===== src/rtl/gf2m_exp_sequencer.sv =====
// Left-to-right square-and-multiply exponentiation R = A^E in GF(2^N).
// Drives one shared external combinational field multiplier through mul_a/mul_b/mul_m.
module gf2m_exp_sequencer #(
  parameter int N   = 233,
  parameter int E_W = 233,
  parameter int IW  = $clog2(E_W)
) (
  input  logic           clk,
  input  logic           rst_n,
  input  logic           in_valid,
  output logic           in_ready,
  input  logic [N-1:0]   in_a,
  input  logic [E_W-1:0] in_e,
  output logic           out_valid,
  input  logic           out_ready,
  output logic [N-1:0]   out_r,
  output logic [N-1:0]   mul_a,
  output logic [N-1:0]   mul_b,
  input  logic [N-1:0]   mul_m
);

  typedef enum logic [1:0] {IDLE, SQR, MUL, DONE} state_t;

  state_t          state_reg, state_next;
  logic [N-1:0]    r_reg, r_next;
  logic [N-1:0]    a_reg, a_next;
  logic [E_W-1:0]  e_reg, e_next;
  logic [IW-1:0]   idx_reg, idx_next;

  always_ff @(posedge clk or negedge rst_n) begin
    if (!rst_n) begin
      state_reg <= IDLE;
      r_reg     <= '0;
      a_reg     <= '0;
      e_reg     <= '0;
      idx_reg   <= '0;
    end else begin
      state_reg <= state_next;
      r_reg     <= r_next;
      a_reg     <= a_next;
      e_reg     <= e_next;
      idx_reg   <= idx_next;
    end
  end

  always_comb begin
    state_next = state_reg;
    r_next     = r_reg;
    a_next     = a_reg;
    e_next     = e_reg;
    idx_next   = idx_reg;
    in_ready   = 1'b0;
    out_valid  = 1'b0;
    out_r      = '0;
    mul_a      = '0;
    mul_b      = '0;

    case (state_reg)
      IDLE: begin
        in_ready = 1'b1;
        if (in_valid) begin
          a_next     = in_a;
          e_next     = in_e;
          r_next     = {{(N-1){1'b0}}, 1'b1};
          idx_next   = IW'(E_W - 1);
          state_next = SQR;
        end
      end

      SQR: begin
        mul_a  = r_reg;
        mul_b  = r_reg;
        r_next = mul_m;
        // A set bit keeps idx for the following multiply step, which does the decrement.
        if (e_reg[idx_reg]) begin
          state_next = MUL;
        end else if (idx_reg == '0) begin
          state_next = DONE;
        end else begin
          idx_next = idx_reg - 1'b1;
        end
      end

      MUL: begin
        mul_a  = r_reg;
        mul_b  = a_reg;
        r_next = mul_m;
        if (idx_reg == '0) begin
          state_next = DONE;
        end else begin
          idx_next   = idx_reg - 1'b1;
          state_next = SQR;
        end
      end

      DONE: begin
        out_valid = 1'b1;
        out_r     = r_reg;
        if (out_ready) begin
          state_next = IDLE;
        end
      end

      default: begin
        state_next = IDLE;
      end
    endcase
  end

endmodule


===== config.mk =====
export PLATFORM = sky130hd
export DESIGN_NAME = gf2m_exp_sequencer
export DESIGN_NICKNAME = d
export VERILOG_FILES = /design/src/rtl/gf2m_exp_sequencer.sv
export SDC_FILE = /design/constraint.sdc
export NUM_CORES = 1
export LEC_CHECK = 0
export ABC_AREA = 1
export CORE_AREA = 2 2 543 545
export DETAILED_ROUTE_END_ITERATION = 7
export DIE_AREA = 0 0 545 547
export GPL_TIMING_DRIVEN = 0
export SLEW_MARGIN = 15
export SYNTH_ARGS = -nofsm -noshare
export SYNTH_HDL_FRONTEND = slang
export SYNTH_SLANG_ARGS = --single-unit

===== constraint.sdc =====
create_clock -name clk -period 3.3 [get_ports clk]
set_clock_uncertainty 0.1 [all_clocks]
set_input_delay 0.825 -clock clk [delete_from_list [all_inputs] [get_ports clk]]
set_output_delay 0.825 -clock clk [all_outputs]
set_load 0.02 [all_outputs]

* After elaboration in Yosys (flattened, before gate mapping)
Index checks and enable logic that the tools add are counted.
Storage, ports and cells: bits in registers 709, output and inout port bits 701, logic and storage cells 42
Operators by class: $add $sub $neg 1, $lt $le $gt $ge 1, eq/ne operators 7, mux-type cells 19, reduce and logical (&&, ||, !) cells 9
Operators by type and width (count):
- $pmux W233 S2 | 2
- $mux W233 | 3
- $mux W8 | 3
- $pmux W8 S3 | 1
- $mux W2 | 5
- $lt A8 B9 Y1 const B | 1
- $bmux W1 S8 | 1
- $logic_not A8 Y1 | 1
- $pmux W2 S4 | 1
- $sub A8 B1 Y8 const B | 1
- $ne A2 B2 Y1 const B | 3
- $reduce_and A3 Y1 | 2
- $eq A2 B2 Y1 const B | 2
- $reduce_and A2 Y1 | 2
- $mux W1 | 3
- $ne A3 B3 Y1 const B | 1
- $reduce_bool A3 Y1 | 1
- $eq A2 B1 Y1 const B | 1
- $logic_not A2 Y1 | 1
- $reduce_bool A2 Y1 | 1
- $reduce_or A2 Y1 | 1

* Logic depth before layout (Yosys ltp)
Gate-level depths: netlist of the first run.
depth after elaboration 4, depth in mapped cells 22

* Worst setup path before layout of the first run
Ideal clock, no wire load.
path type reg2out, start register state_reg[1], end output port mul_b[100], data arrival time 2.054 ns, setup slack 0.321 ns, cell stages (with the launch flop) 9, path buffers 4, cell sequence dfrtp_1 -> inv_1 -> ha_1 -> clkbuf_1 -> clkbuf_1 -> clkbuf_1 -> clkbuf_1 -> nand3_1 -> o21ai_0
On the way: word-level cells in the longest chain between the ends 2
RTL lines:
- from (decl) | RTL line 24 | state_t state_reg, state_next;
- from (signal assigned) | RTL line 38 | state_reg <= state_next;
- $eq A2 B2 Y1 or $eq A2 B1 Y1 (tied branches) | RTL line 58 | case (state_reg)
- $pmux W233 S2 * | RTL line 58
- to (decl) | RTL line 18 | output logic [N-1:0] mul_b,
Mark *: on every way between the ends. The rest lies on a longest branch, timed or not.

* Final worst setup path of the first run
start register state_reg[1], end output port mul_b[58]
Same word-level chain as after synthesis.

==> summary.md, run 1 <==
| Metric | Value |
|---|---|
| Run status | `complete, but fails checks` |
| Failing checks | `setup timing` |
| Slew HR | `10.7%` |
| DP Wirelength | `256000 µm` |
| DIE AREA | `298000 µm²` |
| Fin crit period | `3.81 ns` |
| Core region area | `293000 µm²` |
| Wire per inst | `32.4 µm` |
| PD cells | `1270 nW/µm²` |
| Initial antenna violation count | `91` |
| Synth Cell Area | `34800 µm²` |
| Routability-driven placement congestion ratio | `0.986` |
| Area share of the largest cell type after synthesis | `50.9%` |
| Synth Flop Type | `dfrtp_1` |
| Starting DRT DRC Count | `3193` |
| Clock latency on the worst-skew pair | `0.81 ns` |
| Port buffer count | `1403` |
| Fin nets | `6215` |
| Setup violations, final | `846` |
| Crit path DAT | `2.88 ns` |
| Slack of the critical path | `-0.506 ns` |
| Async SR Flop Fraction | `100%` |
| Hold/Removal Path Class | `register to register` |
| First-pass GRT wire length | `379000 µm` |
| Clk slew on worst S/H paths | `0.07 ns` |
| Std-Cell Rows | `199` |
| DRT Pass-1 Iters | `5` |
| Clock Sinks | `709` |
| Final Max Tran Viols | `0` |
| Flop and latch count out of synthesis | `709` |
| Final Total Pwr | `81800 µW` |
| Number of global-route vias before repair | `36072` |
| Cell taking the most area after synthesis | `dfrtp_1` |
| Max VDD drop | `0.000666 V` |
| Worst path max stage delay | `0.42 ns` |
| Post-synth EDFFs | `0` |
| Final WL | `310000 µm` |
| Post-route ant nets | `0` |
| Sum of negative setup slack | `-233.66 ns` |
| Largest fanout on the critical path | `5` |
| Worst-Margin Slew | `1.34 ns` |
| Hold Worst Slack | `0.404 ns` |
| Pin count of the biggest net entering global routing | `99` |
| Initial Utilization | `11.9%` |
| CTS tree | `done` |
| Clock Path Buffers | `4` |
| Via count | `37411` |
| Worst path cell trace | `inv_2 -> ha_4 -> buf_12 -> clkbuf_16 -> buf_12 -> clkbuf_16 -> nand2_2 -> o21ai_2 -> buf_6` |
| Max-cap violations | `0` |
| Syn. warnings | `0` |
| Root Driver | `clkbuf_16` |
| Layout area overhead | `84.5%` |
| Die width | `545 µm` |
| Die H | `547 µm` |
| Fin crit share | `115%` |
| GR Util All Layers | `19.6%` |
| Grt total ovfl | `0` |
| DR vias/cell | `3.92` |
| Max H-tree Level | `3` |
| Most frequent cells in the layout | `clkdlybuf4s50_1 (743), dfrtp_1 (707), nand2_1 (559), inv_1 (421), mux2_2 (399)` |
| Leak pwr | `0.0309 µW` |
| Synth area leaders | `dfrtp_1 (51%), mux2_2 (13%), nand2_1 (8.6%), inv_1 (6.0%), a22o_1 (5.8%)` |
| Critical setup path kind | `register to output pin` |
| TritonCTS Buffers | `93` |
| Seq/Total Area, Yosys | `50.9%` |
| Synth unique cells | `33` |
| Max Freq | `263 MHz` |
| Post-place setup slack | `-2.76 ns` |
| Synth Area per Inst | `9.06 µm²` |
| RSZ-0062 raised after global routing | `true` |
| Most common cell after layout, fill and taps aside | `clkdlybuf4s50_1` |
| Syn_nets | `4553` |
| Slowest CP cell | `dfrtp_2` |
| # IOs | `1404` |
| CP Launch Type | `register` |
| Required time of the worst setup path | `2.37 ns` |
| Synth Instances | `3845` |
| CP endpoint kind | `output pin` |
| DRC violation count after routing | `0` |
| Share of cells above drive strength 1 | `37.1%` |
| Final core utilization | `22.0%` |
| Hold Vio Cnt, Final | `0` |
power breakdown:
| part | internal, µW | switching, µW | leakage (µW) | total [µW] |
|---|---|---|---|---|
| Clock | 6020 | 4450 | 0.00147 | 10500 |
| Combinational | 20500 | 31600 | 0.0210 | 52100 |
| Sequential | 13100 | 6170 | 0.00843 | 19300 |
cell families (layout without fill, tap and decap cells):
group | count (synthesis) | count (layout) | share of synthesized area (%)
other | 0 | 57 | 0
buffers and inverters | 845 | 2577 | 9.51
flip-flops | 709 | 709 | 50.9
adder cells (fa/ha/maj) | 5 | 5 | 0.180
AND/OR/NAND/NOR | 1310 | 1310 | 15.5
AO/OA/AOI/OAI | 577 | 577 | 10.9
multiplexers | 399 | 399 | 12.9
synth_stat cells (2+ instances only):
library cell,number
inv_1,555
buf_4,5
o211ai_1,5
buf_6,9
o21ai_1,4
inv_2,3
ha_1,5
mux2_2,399
o21ai_2,8
nand2_2,3
buf_1,26
nor2_1,136
o21ai_0,243
clkbuf_1,211
nor4_1,2
dfrtp_1,709
a21oi_1,83
nand3_1,365
nand2_1,798
a22o_1,231
buf_2,33
layer usage:
| layer | global-route usage (%) | part of all wire [%] | vias to the layer above | wire, µm |
|---|---|---|---|---|
| met5 | 0 | 0.070 | - | 217 |
| met4 | 9.37 | 5.4 | 30 | 16700 |
| met3 | 8.90 | 12 | 469 | 38500 |
| met2 | 30.0 | 44 | 2207 | 135000 |
| met1 | 23.1 | 38 | 18720 | 119000 |
| li1 | - | - | 15985 | - |
critical path: cells and delay by family (launching register included):
kind,cells,cell delay [ns]
and+or+nand+nor,1,0.11
adders and majority gates,1,0.37
buffers and inverters,6,0.94
AOI/OAI and AO/OA,1,0.16
DFF,1,0.42
path summary, 6_finish.rpt:
kind / start / to / slack, ns / depth (start not counted)
max: state_reg[1]$_DFFE_PN0P_ / mul_b[58] / -0.51 / 9
min: e_reg[212]$_DFFE_PN0P_ / e_reg[212]$_DFFE_PN0P_ / 0.40 / 1
max reg2reg: state_reg[1]$_DFFE_PN0P_ / r_reg[21]$_DFFE_PN0P_ / -0.47 / 9
min reg2reg: e_reg[212]$_DFFE_PN0P_ / e_reg[212]$_DFFE_PN0P_ / 0.40 / 1
max in group asynchronous: rst_n / a_reg[69]$_DFFE_PN0P_ / 0.23 / 6
min in group asynchronous: rst_n / e_reg[136]$_DFFE_PN0P_ / 0.45 / 2
cell type report:
cell class / count / area [µm²]
clock inverters: 34 / 382
clock buffers: 131 / 2630
multi-input cells: 2291 / 17100
flip-flops and latches: 709 / 17700
well taps: 3919 / 4900
inverters: 559 / 2180
repair buffers: 1573 / 16500
fillers: 32065 / 228000
plain buffers: 280 / 2640
diodes: 57 / 143
per-stage QoR:
stage / instances / area [µm²]
floorplan: 3845 / 34800
global placement: 9167 / 53800
detailed placement: 9186 / 54300
CTS: 9397 / 59200
global route: 9526 / 64200
finish: 9553 / 64200
timing repair:
item | 4_1_cts | 5_1_grt
pin swaps | 14 | 51
gates cloned | 10 | 31
hold buffers | 1 | 0
resized for setup | 1887 | 3073
setup endpoints to repair | 1158 | 992
endpoints found under the hold margin | 50 | 0
buffers inserted | 36 | 79
No activity file was read; power rests on OpenSTA's default activity.
==> run 2: changes to the inputs <==
Settings changed: GPL_ROUTABILITY_DRIVEN set to 0.
==> run 2 against run 1 <==
- the run still ends with setup timing left
- clock power hardly changed
- non-clock buffer count is 100 higher
- global-route usage is 0.099 points lower
- highest routed layer unchanged
- setup slack worse by 0.055 ns
- register-to-register slack worse by 0.04 ns
- final area is 2.2% higher
- largest power group unchanged
- combinational power is 5.4% higher
- hold slack worse by 0.0070 ns
==> summary.md, run 2 (same netlist as run 1, synthesis figures left out) <==
| Metric | Value |
|---|---|
| Run status | `complete, but fails checks` |
| Worst reg2reg path startpoint | `state_reg[1]$_DFFE_PN0P_` |
| Failing checks | `setup timing` |
| Max Freq | `259 MHz` |
| CP dominant cell by count | `clkbuf_16` |
| Launch point of the worst path | `state_reg[1]$_DFFE_PN0P_` |
| Crit path capture | `out_r[213]` |
| Via count | `38223` |
| Leak pwr | `0.0315 µW` |
| FILL cells | `31765` |
| Worst path cell trace | `buf_6 -> ha_4 -> clkbuf_16 -> clkbuf_16 -> buf_8 -> nand2_1 -> inv_1 -> dlygate4sd2_1` |
| DRT Pass-1 Iters | `6` |
| Number of global-route vias before repair | `36127` |
| Crit path DAT | `2.94 ns` |
| Initial antenna violation count | `95` |
| Final Total Pwr | `84800 µW` |
| Pin count of the biggest net entering global routing | `94` |
| Port buffer count | `1403` |
| GR Util All Layers | `19.5%` |
| Std-Cell Rows | `199` |
| Fin nets | `6313` |
| Crit path max-delay family | `buffers and inverters` |
| M1 wire length | `118000 µm` |
| Required time of the worst setup path | `2.37 ns` |
| Multi-input gate area in the final layout | `17200 µm²` |
| Max VDD drop | `0.000740 V` |
| Root Driver | `clkbuf_16` |
| Hold Vio Cnt, Final | `0` |
| Worst reg-to-reg path cell count | `11` |
| DR top layer | `met5` |
| Fin crit share | `117%` |
| Critical path depth | `8` |
| Post-route ant nets | `0` |
| RSZ-0062 raised after global routing | `true` |
| Final Max Tran Viols | `0` |
| Final WL | `311000 µm` |
| Most frequent cells in the layout | `clkdlybuf4s50_1 (709), dfrtp_1 (707), nand2_1 (538), mux2_2 (399), inv_1 (395)` |
| Die width | `545 µm` |
| Slowest CP cell | `dlygate4sd2_1` |
| Clk slew on worst S/H paths | `0.06 ns` |
| Share of cells above drive strength 1 | `39.3%` |
| DIE AREA | `298000 µm²` |
| Initial Utilization | `11.9%` |
| CTS tree | `done` |
| Setup violations, final | `825` |
| Worst path max stage delay | `0.69 ns` |
| CP endpoint kind | `output pin` |
| Max H-tree Level | `3` |
| DR vias/cell | `3.96` |
| Slack of the critical path | `-0.561 ns` |
| Die H | `547 µm` |
| Wire per inst | `32.2 µm` |
| # IOs | `1404` |
| DP Wirelength | `252000 µm` |
| CP Launch Type | `register` |
| Layout area overhead | `88.5%` |
| Starting DRT DRC Count | `3658` |
| Grt total ovfl | `0` |
| Core region area | `293000 µm²` |
| Routed wl met3 | `39500 µm` |
| PD cells | `1290 nW/µm²` |
| Hold Worst Slack | `0.397 ns` |
| Largest fanout on the critical path | `10` |
| Clock latency on the worst-skew pair | `0.81 ns` |
| Max-cap violations | `0` |
| Critical setup path kind | `register to output pin` |
| Worst-Margin Slew | `1.39 ns` |
| Hold/Removal Path Class | `primary input to asynchronous set/reset pin` |
| Clock Path Buffers | `4` |
| Reg2Reg Setup Slack | `-0.51 ns` |
| First-pass GRT wire length | `377000 µm` |
| Register Area | `17700 µm²` |
| Fin crit period | `3.86 ns` |
| Clock Sinks | `709` |
| DRC violation count after routing | `0` |
| Slew HR | `7.23%` |
| Most common cell after layout, fill and taps aside | `clkdlybuf4s50_1` |
| FF-to-FF End | `r_reg[186]$_DFFE_PN0P_` |
| Met2 Routed Length | `132000 µm` |
| CP bufs+invs | `6` |
| TritonCTS Buffers | `91` |
run 2: metal layers:
metal	vias to the layer above	GRT usage (%)
li1	16159	-
met1	19048	22.9
met2	2389	29.0
met3	575	9.01
met4	52	10.9
met5	-	0.449
run 2: area by class of cell:
class,count,area share [%]
tap,3919,7.47
multi-input combinational,2291,26.2
inverter,559,3.29
clock inverter,33,0.688
clock buffer,124,3.92
buffer,281,4.27
sequential,709,27.0
antenna,55,0.210
timing repair buffer,1672,26.9
run 2: timing repair:
action | in CTS | in global routing
endpoints found under the hold margin | 35 | 0
pin swaps | 20 | 48
setup endpoints to repair | 1139 | 954
hold buffers | 1 | 0
gates cloned | 14 | 36
setup buffers | 28 | 173
resized for setup | 2329 | 2962
run 2: per-stage QoR:
step	utilization (%)	setup slack (ns)	setup TNS (ns)	cells	area [µm²]
after floorplan	-	0.321	0	3845	34800
after global placement	18.4	-33.59	-	9167	53800
after detailed placement	18.6	-2.52	-1237.23	9187	54300
after CTS	20.3	-0.752	-448.56	9385	59500
after global routing	22.4	-0.685	-349.91	9615	65600
final	22.4	-0.561	-257.96	9643	65600
run 2: power by group:
group / switching (µW) / internal, µW / total [µW] / leakage (µW)
Combinational: 32300 / 22600 / 54900 / 0.0216
Sequential: 6230 / 13100 / 19300 / 0.00843
Clock: 4380 / 6150 / 10500 / 0.00149
Total: 42900 / 41800 / 84800 / 0.0315
run 2: how the worst min path moves through the flow:
stage	start	end	slack (ns)	cells after the start
2_1_floorplan	r_reg[0]$_DFFE_PN0P_	r_reg[0]$_DFFE_PN0P_	0.36	2
3_3_place_gp	e_reg[206]$_DFFE_PN0P_	e_reg[206]$_DFFE_PN0P_	0.39	1
3_5_place_dp	e_reg[157]$_DFFE_PN0P_	e_reg[157]$_DFFE_PN0P_	0.39	1
4_1_cts	rst_n	e_reg[138]$_DFFE_PN0P_	0.33	2
5_1_grt	rst_n	e_reg[138]$_DFFE_PN0P_	0.38	2
6_report	rst_n	e_reg[138]$_DFFE_PN0P_	0.40	2
